`config.mk`:
```
export PLATFORM = sky130hd
export DESIGN_NAME = line_buf_ctrl_flat
export DESIGN_NICKNAME = d
export VERILOG_FILES = /design/src/rtl/line_buf_pkg.sv /design/src/rtl/line_buf_if.sv /design/src/rtl/line_phase_cnt.sv /design/src/rtl/line_buf_ctrl.sv /design/src/flat_wrapper.sv
export SDC_FILE = /design/constraint.sdc
export NUM_CORES = 1
export LEC_CHECK = 0
export ABC_AREA = 1
export ABC_CLOCK_PERIOD_IN_PS = 2050
export CORE_UTILIZATION = 55
export DETAILED_ROUTE_END_ITERATION = 10
export MAX_ROUTING_LAYER = met4
export PLACE_DENSITY = 0.79
export SYNTH_ARGS = -nofsm -noshare
export SYNTH_HDL_FRONTEND = slang
export SYNTH_SLANG_ARGS = --single-unit
```
`constraint.sdc`:
```
create_clock -name clk -period 2.05 [get_ports clk]
set_input_delay 0.41 -clock clk [delete_from_list [all_inputs] [get_ports clk]]
set_output_delay 0.41 -clock clk [all_outputs]
set_load 0.02 [all_outputs]
```
`src/rtl/line_buf_pkg.sv`:
```
// rtl/line_buf_pkg.sv - shared state type, default geometry and counter sizing helpers
package line_buf_pkg;

  typedef enum logic [1:0] {
    IDLE = 2'd0,
    ROW  = 2'd1,
    GAP  = 2'd2
  } lb_state_e;

  localparam int LB_IMG_W = 1280;
  localparam int LB_IMG_H = 720;

  function automatic int cnt_w(input int n);
    return (n <= 2) ? 1 : $clog2(n);
  endfunction

  function automatic int col_w(input int img_w);
    return cnt_w(img_w);
  endfunction

  function automatic int row_w(input int img_h);
    return cnt_w(img_h);
  endfunction

endpackage

```
`src/rtl/line_buf_if.sv`:
```
// rtl/line_buf_if.sv - upstream pixel stream into the line buffer sequencer
interface line_buf_if #(
  parameter int DW = 8
);
  logic          s_valid;
  logic          s_ready;
  logic [DW-1:0] s_data;
  logic          s_sof;

  modport master (output s_valid, output s_data, output s_sof, input s_ready);
  modport slave  (input s_valid, input s_data, input s_sof, output s_ready);
endinterface

```
`src/rtl/line_phase_cnt.sv`:
```
// rtl/line_phase_cnt.sv - free-running modulo-IMG_W write phase with terminal-count flag
module line_phase_cnt
  import line_buf_pkg::*;
#(
  parameter int IMG_W = LB_IMG_W,
  parameter int CW    = col_w(IMG_W)
) (
  input  logic clk,
  input  logic rst_n,
  output logic tc_o
);
  localparam logic [CW-1:0] LAST = CW'(IMG_W - 1);

  logic [CW-1:0] phase_q;
  logic [CW-1:0] phase_d;

  assign tc_o    = (phase_q == LAST);
  assign phase_d = tc_o ? '0 : phase_q + 1'b1;

  always_ff @(posedge clk or negedge rst_n) begin
    if (!rst_n) phase_q <= '0;
    else        phase_q <= phase_d;
  end
endmodule

```
`src/rtl/line_buf_ctrl.sv`:
```
// rtl/line_buf_ctrl.sv - phase-locked row sequencer and pair tagger for the cascaded column buffer
module line_buf_ctrl
  import line_buf_pkg::*;
#(
  parameter int IMG_W = LB_IMG_W,
  parameter int IMG_H = LB_IMG_H,
  parameter int DW    = 8,
  parameter int CW    = col_w(IMG_W),
  parameter int RW    = row_w(IMG_H)
) (
  input  logic          clk,
  input  logic          rst_n,
  line_buf_if.slave     s,
  output logic          buf_en,
  output logic [DW-1:0] buf_data,
  output logic          pair_valid,
  output logic [CW-1:0] pair_col,
  output logic [RW-1:0] pair_row,
  output logic          pair_eol,
  output logic          pair_eof,
  output logic          frame_busy,
  output logic          frame_done,
  output logic          err_underrun,
  output logic          err_sof,
  input  logic          err_clr
);
  localparam logic [CW-1:0] COL_LAST = CW'(IMG_W - 1);
  localparam logic [RW-1:0] ROW_LAST = RW'(IMG_H - 1);

  logic tc;
  line_phase_cnt #(.IMG_W(IMG_W), .CW(CW)) u_phase (
    .clk  (clk),
    .rst_n(rst_n),
    .tc_o (tc)
  );

  lb_state_e     state_q;
  logic [CW-1:0] col_q, wr_col_q, pair_col_q;
  logic [RW-1:0] row_q, wr_row_q, pair_row_q;
  logic [DW-1:0] buf_data_q;
  logic          buf_en_q, pair_valid_q, pair_eol_q, pair_eof_q;
  logic          busy_q, err_ur_q, err_sof_q;
  logic          rdy, accept, row_start, wr_pair;

  always_comb begin
    rdy = 1'b0;
    case (state_q)
      IDLE:    rdy = !s.s_sof | tc;
      ROW:     rdy = 1'b1;
      GAP:     rdy = tc;
      default: rdy = 1'b0;
    endcase
  end

  assign s.s_ready = rdy;
  assign accept    = s.s_valid & rdy;
  // A row may only open on the last phase so its writes land on phases 0..IMG_W-1.
  assign row_start = accept & tc & (((state_q == IDLE) & s.s_sof) | (state_q == GAP));
  assign wr_pair   = buf_en_q & (wr_row_q != '0);

  always_ff @(posedge clk or negedge rst_n) begin
    if (!rst_n) begin
      state_q      <= IDLE;
      col_q        <= '0;
      row_q        <= '0;
      buf_en_q     <= 1'b0;
      buf_data_q   <= '0;
      wr_col_q     <= '0;
      wr_row_q     <= '0;
      pair_valid_q <= 1'b0;
      pair_col_q   <= '0;
      pair_row_q   <= '0;
      pair_eol_q   <= 1'b0;
      pair_eof_q   <= 1'b0;
      busy_q       <= 1'b0;
      err_ur_q     <= 1'b0;
      err_sof_q    <= 1'b0;
    end else begin
      buf_en_q     <= 1'b0;
      pair_valid_q <= wr_pair;
      pair_col_q   <= wr_col_q;
      pair_row_q   <= wr_row_q;
      pair_eol_q   <= wr_pair & (wr_col_q == COL_LAST);
      pair_eof_q   <= wr_pair & (wr_col_q == COL_LAST) & (wr_row_q == ROW_LAST);

      if (err_clr) begin
        err_ur_q  <= 1'b0;
        err_sof_q <= 1'b0;
      end
      if ((state_q == IDLE) && buf_en_q) busy_q <= 1'b0;

      case (state_q)
        IDLE, GAP: begin
          if (row_start) begin
            buf_en_q   <= 1'b1;
            buf_data_q <= s.s_data;
            wr_col_q   <= '0;
            wr_row_q   <= (state_q == IDLE) ? '0 : row_q;
            row_q      <= (state_q == IDLE) ? '0 : row_q;
            col_q      <= CW'(1);
            busy_q     <= 1'b1;
            state_q    <= ROW;
          end
        end
        ROW: begin
          // Starved cycles still write, repeating the held pixel, so the row keeps its phase.
          buf_en_q <= 1'b1;
          wr_col_q <= col_q;
          wr_row_q <= row_q;
          if (s.s_valid) buf_data_q <= s.s_data;
          else           err_ur_q   <= 1'b1;
          if (col_q == COL_LAST) begin
            col_q <= '0;
            if (row_q == ROW_LAST) begin
              row_q   <= '0;
              state_q <= IDLE;
            end else begin
              row_q   <= row_q + 1'b1;
              state_q <= GAP;
            end
          end else begin
            col_q <= col_q + 1'b1;
          end
        end
        default: state_q <= IDLE;
      endcase

      if (accept && s.s_sof && (state_q != IDLE)) err_sof_q <= 1'b1;
    end
  end

  assign buf_en       = buf_en_q;
  assign buf_data     = buf_data_q;
  assign pair_valid   = pair_valid_q;
  assign pair_col     = pair_col_q;
  assign pair_row     = pair_row_q;
  assign pair_eol     = pair_eol_q;
  assign pair_eof     = pair_eof_q;
  assign frame_done   = pair_eof_q;
  assign frame_busy   = busy_q;
  assign err_underrun = err_ur_q;
  assign err_sof      = err_sof_q;
endmodule

```
`src/flat_wrapper.sv`:
```
// flat-port wrapper written by rule: the top's interface ports become plain ports
module line_buf_ctrl_flat import line_buf_pkg::*;
#(
  parameter int IMG_W = LB_IMG_W,
  parameter int IMG_H = LB_IMG_H,
  parameter int DW    = 8,
  parameter int CW    = col_w(IMG_W),
  parameter int RW    = row_w(IMG_H)
)
  (clk, rst_n, buf_en, buf_data, pair_valid, pair_col, pair_row, pair_eol, pair_eof, frame_busy, frame_done, err_underrun, err_sof, err_clr, s_s_valid, s_s_data, s_s_sof, s_s_ready);
  line_buf_if #(.DW(DW)) s_i ();
  input  logic clk;
  input  logic rst_n;
  output logic buf_en;
  output logic [DW-1:0] buf_data;
  output logic pair_valid;
  output logic [CW-1:0] pair_col;
  output logic [RW-1:0] pair_row;
  output logic pair_eol;
  output logic pair_eof;
  output logic frame_busy;
  output logic frame_done;
  output logic err_underrun;
  output logic err_sof;
  input  logic err_clr;
  input wire logic [$bits(s_i.s_valid)-1:0] s_s_valid;
  input wire logic [$bits(s_i.s_data)-1:0] s_s_data;
  input wire logic [$bits(s_i.s_sof)-1:0] s_s_sof;
  output wire logic [$bits(s_i.s_ready)-1:0] s_s_ready;
  assign s_i.s_valid = s_s_valid;
  assign s_i.s_data = s_s_data;
  assign s_i.s_sof = s_s_sof;
  assign s_s_ready = s_i.s_ready;
  line_buf_ctrl #(.IMG_W(IMG_W), .IMG_H(IMG_H), .DW(DW), .CW(CW), .RW(RW)) u_core (.clk(clk), .rst_n(rst_n), .s(s_i), .buf_en(buf_en), .buf_data(buf_data), .pair_valid(pair_valid), .pair_col(pair_col), .pair_row(pair_row), .pair_eol(pair_eol), .pair_eof(pair_eof), .frame_busy(frame_busy), .frame_done(frame_done), .err_underrun(err_underrun), .err_sof(err_sof), .err_clr(err_clr));
endmodule
```
==> results.cfg <==
[setup_path]
timing.rr.end = u_core.row_q[2]
cp-start-kind = register
rr_worst_depth = 8
worst_ep_required_time_ns = 1.64
crit_arrival_ns = 1.62
r2r_setup_slack_ns = 0.23
path_class = register to output pin
crit-reg2reg-launch = u_core.col_q[1]
cp-end-kind = output pin
worst-path-max-fanout = 2

[grt]
use_met3_pct = 4.27
grt_util_all_layers_pct = 25.2
via_count_of_the_first_global_routing_pass = 3074
initial_antenna_violation_count = 0
grt.met1_usage_pct = 33.4
top_usage_layer = met2
grt_max_degree = 38
first_pass_grt_wire_length_mm = 14.0
grt_util_met2_pct = 39.1
grt-ovfl-total = 0

[finish]
drive_above_1_share_pct = 16.5
finalNetCount = 503
area.growth.synth_to_final_pct = 23.8
post_layout_nonfiller_instances = 588
layout.cells.most_common = dfrtp_1
layout.cells.most_common_list = dfrtp_1 (91), nand2_1 (84), clkdlybuf4s50_1 (48), inv_1 (45), nand3_1 (41)
insertedDiodeCount = 0

[pwr]
cellPowerDensity_mw_per_mm2 = 630
leakagePower_nw = 2.38
ir_drop_uv = 387
totalPowerFinal_mw = 3.12

[floorplanning]
dieArea_mm2 = 0.00761
dieHeight_um = 87.2
number_of_top_level_pins = 51
placement_rows = 30
width_of_the_die_um = 87.2
initial_core_util_pct = 57.9
coreArea_mm2 = 0.00691

[synth]
flip_flop_and_latch_count_after_synthesis = 91
post-synth-top-area-cell = dfrtp_1
post_synth_num_cell_types = 35
post_synthesis_sequential_area_ratio_pct = 57.0
synth_nets = 430
yosys_warnings = 0
postSynthCellCount = 414
synth_top_area_share_pct = 57.0
syn_area_per_cell_um2 = 9.65
post_synth_instance_area_mm2 = 0.00400
synth.top_cells.by_area = dfrtp_1 (57%), nand2_1 (8.0%), nand3_1 (5.3%)

[route]
wl_per_cell_um = 13.9
viasPerCell = 5.24
routed_wl_mm = 8.19
drt_iter0_markers = 162
vias_after_detailed_routing = 3084
drt.antenna.violating_nets = 0
drcViolationCount = 0
firstDrtPassIters = 4

[sta]
drv_slew = 0
final.period_utilization_pct = 98.9
whs_ns = 0.385
final_hold_viol_count = 0
maximum_achievable_frequency_mhz = 493
maxSlewHeadroom_pct = 68.5
setup_viol = 0
rsz_0062_raised_after_global_routing = true
worst-slew-pin-transition_ns = 0.472
period_minus_slack_ns = 2.03
final.setup_skew_ns = 0.0104

[cts]
clock_insertion_delay_worst_skew_ns = 0.37
clk_root_buffer_cell = clkbuf_8
htreeDepth = 3
buffer_depth_of_the_longest_clock_path = 2
cts_tree = built
clk_pin_slew_ns = 0.10
numClockSinks = 91
cts_inserted_buffers = 9

[placement]
numPlacedInstances = 569
port-buffer-count = 50
gpl.final_weighted_congestion = 0.905
dp.final_hpwl_mm = 6.05

[min_path]
whs_path_depth = 0
hold_path_startpoint = u_core.wr_row_q[3]
min_delay_worst_type = register to register
holdPathEnd = u_core.pair_row[3]

[run]
maxCapViolCount = 0

[status]
outcome = complete, no violations
==> worst max path at each step <==
stage,startpoint,end,slack (ns),cells past startpoint
finish,u_core.u_phase.phase_q[1],s_s_ready,0.02,6
global route,u_core.u_phase.phase_q[1],s_s_ready,-0.11,6
CTS,u_core.u_phase.phase_q[1],s_s_ready,-0.01,6
detailed placement,u_core.u_phase.phase_q[1],s_s_ready,-0.12,6
global placement,s_s_sof,s_s_ready,-0.04,5
floorplan,u_core.u_phase.phase_q[0],s_s_ready,0.28,5
==> synth_stat cells (all sizes together) <==
library cell	count
a21oi	6
buf	9
clkbuf	2
dfrtp	91
ha	3
inv	49
nand2	90
nand3	51
nand3b	2
nand4	9
nor2	33
nor3	13
nor4	3
o211ai	1
o21ai	27
o21bai	1
o22ai	6
o311ai	1
o31ai	1
xnor2	3
xor2	13
==> area by class of cell <==
class | instances | area, um2
Tap cell | 96 | 120
Inverter | 49 | 184
Timing Repair Buffer | 73 | 708
Clock inverter | 6 | 47.5
Clock buffer | 10 | 138
Multi-Input combinational cell | 263 | 1470
Sequential cell | 91 | 2280
Fill cell | 541 | 1960
==> metal layers <==
layer	vias to the layer above	share of wire, %
met2	89	48
met4	0	2.0
met1	1479	46
li1	1500	-
met3	16	4.7
met5	-	0
==> state kept, by name, indices dropped and copies added, names as in the netlist, 2 cells and up <==
register,cells
u_core.col_q,11
u_core.pair_col,11
u_core.u_phase.phase_q,11
u_core.wr_col_q,11
u_core.pair_row,10
u_core.row_q,10
u_core.wr_row_q,10
u_core.buf_data,8
u_core.state_q,2
==> power breakdown <==
| part | internal (mW) | switching [mW] |
|---|---|---|
| registers | 1.81 | 0.00930 |
| logic | 0.0702 | 0.0867 |
| clock network | 0.484 | 0.654 |
| total | 2.36 | 0.751 |
==> cells by family (layout without fill, tap and decap cells) <==
logic type / count (synthesis) / count (layout) / synth area share [%]
buffers and inverters: 60 / 138 / 6.51
XOR/XNOR: 16 / 16 / 3.51
AO/OA/AOI/OAI: 43 / 43 / 7.08
adder cells (fa/ha/maj): 3 / 3 / 0.939
AND/OR/NAND/NOR: 201 / 201 / 25.0
flip-flops: 91 / 91 / 57.0
==> timing repair <==
| action | in CTS | in global routing |
|---|---|---|
| resized for setup | 8 | 1 |
| hold endpoints to repair | 18 | 0 |
| setup endpoints to repair | 1 | 1 |
| hold buffers | 1 | 0 |
| buffers inserted | 1 | 1 |
| pin swaps | 1 | 2 |
==> worst max-delay path, cell delays in order (launching register included) <==
cell and delay [ns]:
dfrtp_1 0.37, ha_2 0.21, nand2_4 0.07, nor2_4 0.11, nand3_2 0.11, o211ai_1 0.21, buf_4 0.18
==> metrics by stage <==
stage	TNS (ns)	area [um2]	utilization, %	setup WS, ns
CTS	-0.0102	4940	71.5	-0.0102
floorplan	0	4000	-	0.284
global route	-0.112	4950	71.6	-0.112
global placement	-0.0403	4730	68.4	-0.0403
detailed placement	-0.123	4730	68.4	-0.123
finish	0	4950	71.6	0.0218
Power figures use the tool's default switching activity.
